<file path="src/rtl/fp_int_serial_mul_if.sv">
// Operand/result bundle for the serial fp16 x integer multiplier.
// The requester drives the master side and the multiplier sits on the slave side.
interface fp_int_serial_mul_if #(
   parameter int W_WIDTH   = 4,
   parameter int MAN_OUT_W = 11 + W_WIDTH
);
   logic [15:0]          activation;
   logic [W_WIDTH-1:0]   weight;
   logic                 start;
   logic                 busy;
   logic                 done;
   logic                 sign_out;
   logic [4:0]           exp_out;
   logic [MAN_OUT_W-1:0] mantissa_out;
   logic                 zero_out;
   logic                 special_out;

   modport master (
      output activation, weight, start,
      input  busy, done, sign_out, exp_out, mantissa_out, zero_out, special_out
   );

   modport slave (
      input  activation, weight, start,
      output busy, done, sign_out, exp_out, mantissa_out, zero_out, special_out
   );
endinterface

</file>
<file path="src/rtl/fp_int_serial_mul.sv">
// Bit-serial fp16 significand x integer weight multiplier: one weight bit per
// cycle, MSB first, producing an unnormalised product mantissa and flags.
module fp_int_serial_mul #(
   parameter int W_WIDTH   = 4,
   parameter int SIGNED_W  = 1,
   parameter int MAN_OUT_W = 11 + W_WIDTH
) (
   input  logic                  clk,
   input  logic                  rst,
   fp_int_serial_mul_if.slave    bus
);
   localparam int CNT_W = (W_WIDTH > 1) ? $clog2(W_WIDTH) : 1;
   localparam logic [CNT_W-1:0] LAST_BIT = CNT_W'(W_WIDTH - 1);

   typedef enum logic [1:0] {
      IDLE = 2'd0,
      RUN  = 2'd1,
      DONE = 2'd2
   } state_t;

   state_t               state_q, state_d;
   logic [15:0]          act_q, act_d;
   logic [W_WIDTH-1:0]   w_q, w_d;
   logic [MAN_OUT_W-1:0] acc_q, acc_d;
   logic [CNT_W-1:0]     cnt_q, cnt_d;
   logic                 zero_q, zero_d;

   logic                 load;
   logic [10:0]          sig;
   logic [W_WIDTH-1:0]   mag_q;
   logic [W_WIDTH-1:0]   mag_in;
   logic [W_WIDTH-1:0]   mag_shift;
   logic                 cur_bit;

   // Magnitude as W_WIDTH-bit unsigned; the most negative weight maps to 2^(W-1).
   function automatic logic [W_WIDTH-1:0] weight_mag(input logic [W_WIDTH-1:0] w);
      if (SIGNED_W != 0 && w[W_WIDTH-1])
         return ~w + 1'b1;
      else
         return w;
   endfunction

   function automatic logic weight_sign(input logic [W_WIDTH-1:0] w);
      return (SIGNED_W != 0) ? w[W_WIDTH-1] : 1'b0;
   endfunction

   assign sig       = {(act_q[14:10] != 5'd0), act_q[9:0]};
   assign mag_q     = weight_mag(w_q);
   assign mag_in    = weight_mag(bus.weight);
   assign mag_shift = mag_q << cnt_q;
   assign cur_bit   = mag_shift[W_WIDTH-1];

   always_comb begin
      state_d = state_q;
      act_d   = act_q;
      w_d     = w_q;
      acc_d   = acc_q;
      cnt_d   = cnt_q;
      zero_d  = zero_q;
      load    = 1'b0;

      case (state_q)
         IDLE: begin
            if (bus.start)
               load = 1'b1;
         end
         RUN: begin
            acc_d = {acc_q[MAN_OUT_W-2:0], 1'b0}
                  + (cur_bit ? {{W_WIDTH{1'b0}}, sig} : {MAN_OUT_W{1'b0}});
            cnt_d = cnt_q + 1'b1;
            if (cnt_q == LAST_BIT)
               state_d = DONE;
         end
         DONE: begin
            if (bus.start)
               load = 1'b1;
            else
               state_d = IDLE;
         end
         default: state_d = IDLE;
      endcase

      // Flags are captured with the operands so they stay put through RUN and DONE.
      if (load) begin
         state_d = RUN;
         act_d   = bus.activation;
         w_d     = bus.weight;
         acc_d   = '0;
         cnt_d   = '0;
         zero_d  = (mag_in == '0) || (bus.activation[14:0] == 15'd0);
      end
   end

   always_ff @(posedge clk) begin
      if (rst) begin
         state_q <= IDLE;
         act_q   <= '0;
         w_q     <= '0;
         acc_q   <= '0;
         cnt_q   <= '0;
         zero_q  <= 1'b0;
      end else begin
         state_q <= state_d;
         act_q   <= act_d;
         w_q     <= w_d;
         acc_q   <= acc_d;
         cnt_q   <= cnt_d;
         zero_q  <= zero_d;
      end
   end

   assign bus.busy         = (state_q == RUN);
   assign bus.done         = (state_q == DONE);
   assign bus.sign_out     = act_q[15] ^ weight_sign(w_q);
   assign bus.exp_out      = act_q[14:10];
   assign bus.mantissa_out = acc_q;
   assign bus.zero_out     = zero_q;
   assign bus.special_out  = (act_q[14:10] == 5'h1F);
endmodule

</file>
<file path="src/flat_wrapper.sv">
// flat-port wrapper written by rule: the top's interface ports become plain ports
module fp_int_serial_mul_flat 
#(
   parameter int W_WIDTH   = 4,
   parameter int SIGNED_W  = 1,
   parameter int MAN_OUT_W = 11 + W_WIDTH
)
  (clk, rst, bus_activation, bus_weight, bus_start, bus_busy, bus_done, bus_sign_out, bus_exp_out, bus_mantissa_out, bus_zero_out, bus_special_out);
  fp_int_serial_mul_if #(.W_WIDTH(W_WIDTH), .MAN_OUT_W(MAN_OUT_W)) bus_i ();
  input  logic clk;
  input  logic rst;
  input wire logic [$bits(bus_i.activation)-1:0] bus_activation;
  input wire logic [$bits(bus_i.weight)-1:0] bus_weight;
  input wire logic [$bits(bus_i.start)-1:0] bus_start;
  output wire logic [$bits(bus_i.busy)-1:0] bus_busy;
  output wire logic [$bits(bus_i.done)-1:0] bus_done;
  output wire logic [$bits(bus_i.sign_out)-1:0] bus_sign_out;
  output wire logic [$bits(bus_i.exp_out)-1:0] bus_exp_out;
  output wire logic [$bits(bus_i.mantissa_out)-1:0] bus_mantissa_out;
  output wire logic [$bits(bus_i.zero_out)-1:0] bus_zero_out;
  output wire logic [$bits(bus_i.special_out)-1:0] bus_special_out;
  assign bus_i.activation = bus_activation;
  assign bus_i.weight = bus_weight;
  assign bus_i.start = bus_start;
  assign bus_busy = bus_i.busy;
  assign bus_done = bus_i.done;
  assign bus_sign_out = bus_i.sign_out;
  assign bus_exp_out = bus_i.exp_out;
  assign bus_mantissa_out = bus_i.mantissa_out;
  assign bus_zero_out = bus_i.zero_out;
  assign bus_special_out = bus_i.special_out;
  fp_int_serial_mul #(.W_WIDTH(W_WIDTH), .SIGNED_W(SIGNED_W), .MAN_OUT_W(MAN_OUT_W)) u_core (.clk(clk), .rst(rst), .bus(bus_i));
endmodule
</file>
<file path="config.mk">
export PLATFORM = sky130hd
export DESIGN_NAME = fp_int_serial_mul_flat
export DESIGN_NICKNAME = d
export VERILOG_FILES = /design/src/rtl/fp_int_serial_mul_if.sv /design/src/rtl/fp_int_serial_mul.sv /design/src/flat_wrapper.sv
export SDC_FILE = /design/constraint.sdc
export NUM_CORES = 1
export LEC_CHECK = 0
export ABC_CLOCK_PERIOD_IN_PS = 8300
export CORE_MARGIN = 3
export CORE_UTILIZATION = 26
export CTS_CLUSTER_DIAMETER = 100
export CTS_CLUSTER_SIZE = 10
export DETAILED_ROUTE_END_ITERATION = 10
export SLEW_MARGIN = 10
export SYNTH_ARGS = -nofsm -noshare
export SYNTH_HDL_FRONTEND = slang
export SYNTH_SLANG_ARGS = --single-unit
</file>
<file path="constraint.sdc">
create_clock -name clk -period 8.3 [get_ports clk]
set_input_delay 1.66 -clock clk [delete_from_list [all_inputs] [get_ports clk]]
set_output_delay 1.66 -clock clk [all_outputs]
set_load 0.02 [all_outputs]
</file>
== Word level (Yosys, flattened, before mapping) ==
Index checks and enable logic that the tools add are counted.

* Mux-type cells: 9
* Shifts and indexed selects: 1
* Reductions and logical operators: 9
* Add/subtract/negate cells: 4
* Equal/unequal tests: 9
* Bitwise gates (word level): 4

{| class="wikitable"
|+ Operators with widths
! cell !! count
|-
| adder 15 bit || 1
|-
| logical NOT 15 bit || 1
|-
| 2-to-1 mux 11 bit || 1
|-
| adder 4 x 1 -> 4 bit (second input constant) || 2
|-
| 2-to-1 mux 4 bit || 2
|-
| NOT 4 bit || 2
|-
| case mux 2 bit (3 select lines) || 1
|-
| AND reduction 3 bit || 2
|-
| equality test 5 bit (second input constant) || 1
|-
| nonzero test 5 bit || 1
|-
| equality test 2 bit (second input constant) || 2
|-
| logical NOT 4 bit || 1
|-
| 2-to-1 mux 2 bit || 2
|-
| inequality test 2 x 1 -> 1 bit (second input constant) || 2
|-
| OR reduction 2 bit || 2
|-
| << shifter 4 x 2 -> 4 bit || 1
|-
| 2-to-1 mux 1 bit || 3
|-
| inequality test 3 x 1 -> 1 bit (second input constant) || 1
|-
| inequality test 3 x 2 -> 1 bit (second input constant) || 1
|-
| adder 2 x 1 -> 2 bit (second input constant) || 1
|-
| equality test 2 x 1 -> 1 bit (second input constant) || 1
|-
| logical NOT 2 bit || 1
|-
| inequality test 2 bit (second input constant) || 1
|-
| logical OR 1 bit || 1
|-
| 2 further kinds || 2
|}

* Flip-flop bits (word level): 40
* Output and inout port bits: 25
* Bits of input ports: 23
* Logic and storage cells: 43

== Longest topological paths before layout ==
Gate-level depths: netlist of the first run.

* Depth after elaboration: 6
* Depth in mapped cells: 16

== Worst setup path after synthesis of the first run ==
OpenSTA, ideal clock, no wires.

* Path type: register to register
* From: register u_core.w_q[0]
* To: register u_core.acc_q[11], in the netlist u_core.bus.mantissa_out[11]
* Clock period less this slack: 3.213 ns
* Stages on the path, launching flop included: 17
* Slack: 5.087 ns
* Library setup time: 0.134 ns
* Path buffers: 1
* Data required time: 8.166 ns
* Arrival: 3.080 ns
* Cell sequence: dfxtp_1 inv_1 ha_1 nand2b_1 xnor2_1 mux4_2 clkbuf_1 and2_1 ha_1 inv_1 fa_1 nand2b_1 a21oi_2 o311a_2 or3_1 nand3_1 a21oi_1

* Word-level cells in the longest chain between the ends: 6

{| class="wikitable"
|+ Ends and longest elaborated chain
! item !! line !! source
|-
| start, declared || fp_int_serial_mul.sv:23 || <nowiki>logic [W_WIDTH-1:0] w_q, w_d;</nowiki>
|-
| start signal, assigned || fp_int_serial_mul.sv:105 || <nowiki>w_q <= w_d;</nowiki>
|-
| NOT 4 bit || fp_int_serial_mul.sv:38 || <nowiki>return ~w + 1'b1;</nowiki>
|-
| adder 4 x 1 -> 4 bit || fp_int_serial_mul.sv:38 ||
|-
| 2-to-1 mux 4 bit * || fp_int_serial_mul.sv:37 || <nowiki>if (SIGNED_W != 0 && w[W_WIDTH-1])</nowiki>
|-
| << shifter 4 x 2 -> 4 bit * || fp_int_serial_mul.sv:50 || <nowiki>assign mag_shift = mag_q << cnt_q;</nowiki>
|-
| 2-to-1 mux 11 bit * || fp_int_serial_mul.sv:69 || <nowiki>+ (cur_bit ? {{W_WIDTH{1'b0}}, sig} : {MAN_OUT_W{1'b0}});</nowiki>
|-
| adder 15 bit * || fp_int_serial_mul.sv:69 ||
|-
| end signal, assigned || fp_int_serial_mul.sv:99 || <nowiki>acc_q <= '0;</nowiki>
|-
| end signal, assigned || fp_int_serial_mul.sv:106 || <nowiki>acc_q <= acc_d;</nowiki>
|-
| end, declared || fp_int_serial_mul.sv:24 || <nowiki>logic [MAN_OUT_W-1:0] acc_q, acc_d;</nowiki>
|}

Every way passes the cells marked *; elsewhere a longest branch is shown, timed or not.
A chain may end at the register's enable or synchronous reset.

== Final worst setup path of the first run ==
* From: register u_core.state_q[0]
* To: output bus_busy

* Word-level cells in the longest chain between the ends: 1

{| class="wikitable"
|+ Ends and longest elaborated chain
! item !! line !! source
|-
| start, declared || fp_int_serial_mul.sv:21 || <nowiki>state_t state_q, state_d;</nowiki>
|-
| start signal, assigned || fp_int_serial_mul.sv:103 || <nowiki>state_q <= state_d;</nowiki>
|-
| equality test 2 x 1 -> 1 bit || fp_int_serial_mul.sv:112 || <nowiki>assign bus.busy = (state_q == RUN);</nowiki>
|-
| end, declared || flat_wrapper.sv:15 || <nowiki>output wire logic [$bits(bus_i.busy)-1:0] bus_busy;</nowiki>
|}

Every way passes these cells.

==> results of run 1 <==
-- per-layer routing --
metal | track usage | share of wire | up-vias
met3 | 0.03544 | 0.077 | 7
met4 | 0.03938 | 0.011 | 0
met1 | 0.1684 | 0.47 | 963
met2 | 0.1764 | 0.44 | 64
met5 | 0 | 0 | -
li1 | - | - | 1103
-- Yosys cell counts, types with 2 or more instances --
library cell	number	area (um2)
nand4_1	4	25.02
o21ai_0	8	40.04
a21oi_1	39	195.2
o21a_1	4	30.03
mux2i_1	2	20.02
clkbuf_1	17	63.81
nand2b_1	7	43.79
nand3_1	13	65.06
nor2b_1	4	25.02
xnor2_1	6	52.55
a31oi_1	2	12.51
dfxtp_1	40	800.8
and2_1	8	50.05
nor4_1	5	31.28
nor2_1	12	45.04
or4_1	2	15.01
buf_4	5	37.54
nand2_1	66	247.7
nor3_1	4	20.02
and3_1	3	18.77
nor4b_1	2	17.52
ha_1	13	162.7
inv_1	11	41.29
a21oi_2	2	17.52
-- cells by family after synthesis --
family	Yosys count	synth area share
simple gates	137	0.2873
compound gates	66	0.1751
flops	40	0.3469
buf+inv	33	0.06179
fa+ha+maj	14	0.07913
xor+xnor	7	0.02656
mux	4	0.02331
-- state kept, by name, indices dropped and copies added (netlist names) --
signal,cells
u_core.act_q,16
u_core.bus.mantissa_out,15
u_core.bus.zero_out,1
u_core.cnt_q,2
u_core.state_q,2
u_core.w_q,4
-- power by group --
group | total [mW] | internal (mW) | switching (mW)
Clock | 0.123 | 0.0572 | 0.0660
Sequential | 0.206 | 0.200 | 0.00615
Combinational | 0.0641 | 0.0283 | 0.0358
-- cell type report --
type                            instances  area [um2]  share of cell area
Clock buffer                            6       72.57             0.02508
Tap cell                              105       131.4             0.04540
Inverter                               11       41.29             0.01427
Clock inverter                          1       5.005            0.001729
Sequential cell                        40       800.8              0.2767
Timing Repair Buffer                   48       478.0              0.1652
Multi-Input combinational cell        228        1365              0.4717
-- worst max-delay path, stage by stage, from the launching register on --
cell	delay, ns
dfxtp_1	0.37
nand2b_1	0.46
inv_1	0.76
clkdlybuf4s50_1	0.74
-- final timing paths --
check        cells past startpoint         startpoint                          end
min                              2    u_core.act_q[1]              u_core.act_q[1]
min reg2reg                      2    u_core.act_q[1]              u_core.act_q[1]
max reg2reg                     15      u_core.w_q[0]  u_core.bus.mantissa_out[11]
max                              3  u_core.state_q[0]                     bus_busy
-- cell usage in the layout, fill, tap and decap left out, drive strengths merged, types with 2 or more instances in the layout --
cell type      Yosys  final
a21oi             41     41
a31oi              2      2
and2               8      8
and3               3      3
clkbuf            17      6
clkdlybuf4s50      0     47
dfxtp             40     40
ha                13     13
inv               11     11
mux2i              2      2
nand2             66     66
nand2b             7      7
nand3             13     13
nand4              4      4
nor2              12     12
nor2b              4      4
nor3               5      5
nor4               5      5
nor4b              2      2
o21a               4      4
o21ai              9      9
or4                3      3
xnor2              6      6
-- stage by stage --
stage	setup WS (ns)	utilization
after global routing	3.766	0.3436
after global placement	4.341	0.3344
after CTS	3.946	0.3436
after floorplan	5.087	-
after detailed placement	4.274	0.3344
final	4.006	0.3436
==> summary.md, run 1 <==
The total power divided by cell area is 135.9 nW/um2, and the area growth from synthesis to final layout is 25.37%. Once placement finished, the instance area stood at 2816 um2. The post-CTS repair timing setup buffer count came out at 0. For the pin with the worst max-slew slack, the measured transition is 0.8902 ns.

The run gives 439 as the number of standard cells in the layout, taps in and fillers out. After clock tree synthesis, the flow added hold-fix buffers numbering 0. The post-route clock period utilization is 0.5174. The logs give 0.2741 for the starting density of the core and 0 for the sum of overflow across all layers after global routing. Summing internal, switching and leakage power gives 0.3933 mW. The count of different cell masters after synthesis was 46. The final antenna-violating net count came out at 0. The final layout contains 371 nets. The tools report the relative max-transition margin as 0.4044.

The portion of the post-synthesis area used by sequential elements is 0.3469, and the synthesized net count is 338. STA classifies the critical path startpoint as a register. In this run the worst hold path is classified as register to register.

Clock-pin slew was measured on the worst setup and hold paths at 0.08 ns. The floorplan step set the die height to 100.2 um. Setup violations remaining at the end of the flow were counted as 0. The static leakage power is 1.069 nW.

The synthesis warning total is 0. Counting I/O delays and the setup requirement, the final critical path takes 4.294 ns. Die width: 100.2 um. The post-synthesis cell area was 2308 um2.

The logs give 10050 um2 for the area of the die and 5 for the number of buffers created by CTS. Each instance of the synthesized netlist takes up on average 7.669 um2. The run gives 432 as the number of cells in the design after placement. The fraction of synthesis flops using an asynchronous set or reset pin works out to 0.

The final setup TNS is 0 ns, and the proportion of layout cells with a drive suffix above 1 is 0.04790. The run finished with clean final reports. The count of buffers added on input and output ports is 47. The clock insertion delay at the later pin of the skew report is 0.29 ns. The HPWL after detailed placement is 4230 um. The logs give 0 for the number of pins exceeding their max-slew limit in the final report and 2 for the total number of H-tree levels.

Setup repair after global routing left no endpoint under its margin. The tools report the library cell used as clock root buffer as clkbuf_8. The total count of hold-check failures in the final report was 0. The tools report the via count of the routed design as 2137. For the diode insertion count for antenna repair, the log shows 0. The wire length of the first global-routing pass is 9970 um.

Entering global routing, the biggest net connects 25 pins. At the worst endpoint, the required time is 6.64 ns. The critical path is of the register to output port type.

Max-cap violations in this run came to 0. The number of top-level design ports was 48; the setup clock skew after layout was 0.004995 ns. The total routing usage reported by global routing was 0.1202; the TritonCTS sink count was 40.

The number of antenna violations at the first check in global routing came out at 0. The peak supply drop was 0.06994 mV. The tools report the final RePlAce weighted congestion as 0.8833. Finished layout cell area: 2894 um2. The run gives 232.9 MHz as the maximum clock frequency.

Synthesis handed over a netlist of 301 instances. The first routing iteration left 111 violations. Of all nets on the critical path, the largest fanout is 24. Number of global-route vias before repair: 2118. Dividing the detail-routed via count by the number of cells gives 4.868. The post-cts sizing count is 0. In the synthesized netlist the dominant register cell turns out to be dfxtp_1.

The floorplan core area is 8423 um2. Detail-routed net length per standard cell: 12.91 um. Data arrives at the worst endpoint at 2.63 ns. For flop-to-flop paths, the worst setup slack is 4.86 ns.

Counting flops with a built-in enable in the synthesized netlist gives 0. After floorplanning, the core was divided into 33 placement rows. The register bit total from synthesis was 40; the total wire length was 5669 um. The element type at the critical path end is an output port. The tools report the number of detailed-route iterations in the first pass as 4.

The layout has 914 filler cells. The worst hold slack was 0.4518 ns. TritonCTS built the clock tree.

For the total DRC errors in the routed layout, the log shows 0. For the largest buffer count on any clock path, the log shows 2.
Note: power is estimated with default switching activity, not from simulation.
==> run 2: changes to the inputs <==
- ABC_CLOCK_PERIOD_IN_PS: 8300 -> 4000
- clock period: 8.3 -> 4 ns (I/O delays scaled with it)
==> run 2 against run 1 <==
Against the previous run:
- routed wire length grew 3.5%
- sequential share of layout area shrank 0.44 points
- global-route usage shrank 0.10 points
- worst hold slack gained 0.0070 ns
- final area grew 1.6%
- clock power grew 130%
- first-iteration DRC count shrank 1.8%
- largest power group unchanged
==> summary.md, run 2 (same netlist as run 1, synthesis figures left out) <==
Library cell used as clock root buffer: clkbuf_8. The via-per-instance ratio came out at 4.890. The flow ran to the end, and the final reports show no timing, DRC or antenna violations. The area of the die was 10050 um2. The diode insertion count for antenna repair came out at 0. The post-route clock period utilization was 0.8361; the post-CTS repair timing setup buffer count was 0.

The critical path's slowest cell is mux4_2. In this run the power density over the cells is 291.0 nW/um2. The logs give 4 for the number of detailed-route iterations in the first pass and 0.1192 for the total routing usage reported by global routing. The detail-routed net length per standard cell came out at 13.22 um.

The starting density of the core was 0.2741; the maximum number of pins on one net before global-route repair was 25. The logs give 0 for the number of pins exceeding their max-slew limit in the final report and 0.3491 for the post-layout utilization of the core. Static leakage power: 1.091 nW. The register ranked first by flip-flop count is u_core.act_q. Clock-pin slew was measured on the worst setup and hold paths at 0.08 ns.

In this run the remaining antenna-violating nets after routing total 0. TritonCTS built the clock tree. Detailed placement finished with a half-perimeter wire length of 4365 um. Of all nets on the critical path, the largest fanout is 11. The die is 100.2 um wide. The net count of the finished layout is 375. Clock tree synthesis inserted a total of 5 buffers.

The number of antenna violations at the first check in global routing came out at 0. The critical path goes through inv_1 > ha_1 > nand2b_1 > xnor2_1 > mux4_2 > and2_1 > ha_1 > inv_1 > fa_1 > nand2b_1 > a21oi_2 > o311a_2 > or3_1 > nand3_1 > a21oi_1. The first global-routing pass estimated 9770 um of wire. The post-layout minimum cycle time came out at 3.344 ns. The first routing iteration left 109 violations.

In this run the tool buffered the top-level ports with 47 buffer cells. Across the VDD grid, the largest voltage drop is 0.1201 mV. The number of top-level design ports is 48, and the count of maximum capacitance violations is 0. The worst setup path is launched from a register. The kind of cell adding the most delay to the critical path was simple AND/OR/NAND/NOR gates. The element type at the critical path end was a register. In this run the standard cell core region covers 8423 um2.

The H-tree generated during clock tree synthesis spans 2 levels. After clock tree synthesis, the flow added hold-fix buffers numbering 0. The number of buffers and inverters on the critical path is 2.

Summed over all layers, the global routing overflow is 0. Compared with the post-synthesis result, the final layout area differs by 27.37%. For the via count of the routed design, the log shows 2171. The final setup TNS was 0 ns.

The type of the worst setup path was register to register. Setup repair after global routing left no endpoint under its margin. The tools report the total count of hold-check failures in the final report as 0.

For the number of global-route vias before repair, the log shows 2126. Once the clock tree was built, the resizer swapped 0 gates to a different size. Based on the critical path, the design can be clocked at up to 299.0 MHz. Slew at the pin closest to its max-slew limit: 0.8495 ns. The proportion of layout cells with a drive suffix above 1 was 0.06195; the total DRC errors in the routed layout was 0. At the end of routability-driven placement, the weighted congestion stood at 0.8396.

For the worst setup path, the data required time is 4.15 ns. The post-layout total power is 0.8556 mW. The number of flip-flops under the largest register name is 16, and the TritonCTS sink count is 40.

The data arrival time of the critical path is 3.50 ns, and the overall die height is 100.2 um. The most common cell after layout, fill and taps aside was nand2_1. For the worst-skew pair, the clock arrives at the later sink with an insertion delay of 0.30 ns. The clock arrives with 0.01097 ns of skew. For this run, the slowest stage of the critical path takes 0.54 ns.

In the layout the commonest cells are nand2_1, clkdlybuf4s50_1, dfxtp_1, a21oi_1. The routed design has 5868 um of wire. No sink is reached through more buffers than the 2 on the longest clock path.

Setup violations remaining at the end of the flow were counted as 0. Path class of the lowest-slack min-delay path: register to register. For the relative max-transition margin, the log shows 0.4316. In this run the core area contains 33 standard-cell rows.
[run 2: metrics by stage]
step	setup WS [ns]	instances	hold slack, ns	cell area (um2)
after detailed placement	0.6721	436	0.4487	2846
after global placement	0.7468	436	0.4436	2846
after CTS	0.6383	444	0.4594	2940
after floorplan	0.7866	301	0.4257	2308
final	0.6556	444	0.4588	2940
after global routing	0.4215	444	0.4844	2940
[run 2: cell type report]
type | instances | area (um2)
sequential | 40 | 800.8
timing repair buffer | 52 | 508.0
fill | 909 | 5483
clock inverter | 1 | 7.507
clock buffer | 7 | 86.33
inverter | 11 | 41.29
multi-input combinational | 228 | 1365
tap | 105 | 131.4
[run 2: worst min-delay path, cell delays in order, from the launching register on]
cell and delay (ns):
dfxtp_1 0.31, nand2_1 0.05, a21oi_1 0.06
[run 2: final timing paths]
| kind | cells past startpoint | end | from | slack [ns] |
|---|---|---|---|---|
| setup / recovery | 15 | u_core.bus.mantissa_out[11] | u_core.w_q[0] | 0.66 |
| hold / removal | 2 | u_core.act_q[1] | u_core.act_q[1] | 0.46 |
| setup reg to reg | 15 | u_core.bus.mantissa_out[11] | u_core.w_q[0] | 0.66 |
| hold reg to reg | 2 | u_core.act_q[1] | u_core.act_q[1] | 0.46 |
[run 2: power breakdown]
part | total [mW] | internal [mW] | leakage [nW] | switching, mW
Combinational | 0.138 | 0.0622 | 0.721 | 0.0761
Sequential | 0.428 | 0.415 | 0.326 | 0.0136
Clock | 0.289 | 0.140 | 0.0445 | 0.149
[run 2: metal layers]
metal | global-route usage | up-vias | part of all wire
li1 | - | 1105 | -
met1 | 0.1597 | 991 | 0.49
met2 | 0.1865 | 68 | 0.45
met3 | 0.03892 | 7 | 0.054
met4 | 0.02694 | 0 | 0.0084
met5 | 0 | - | 0
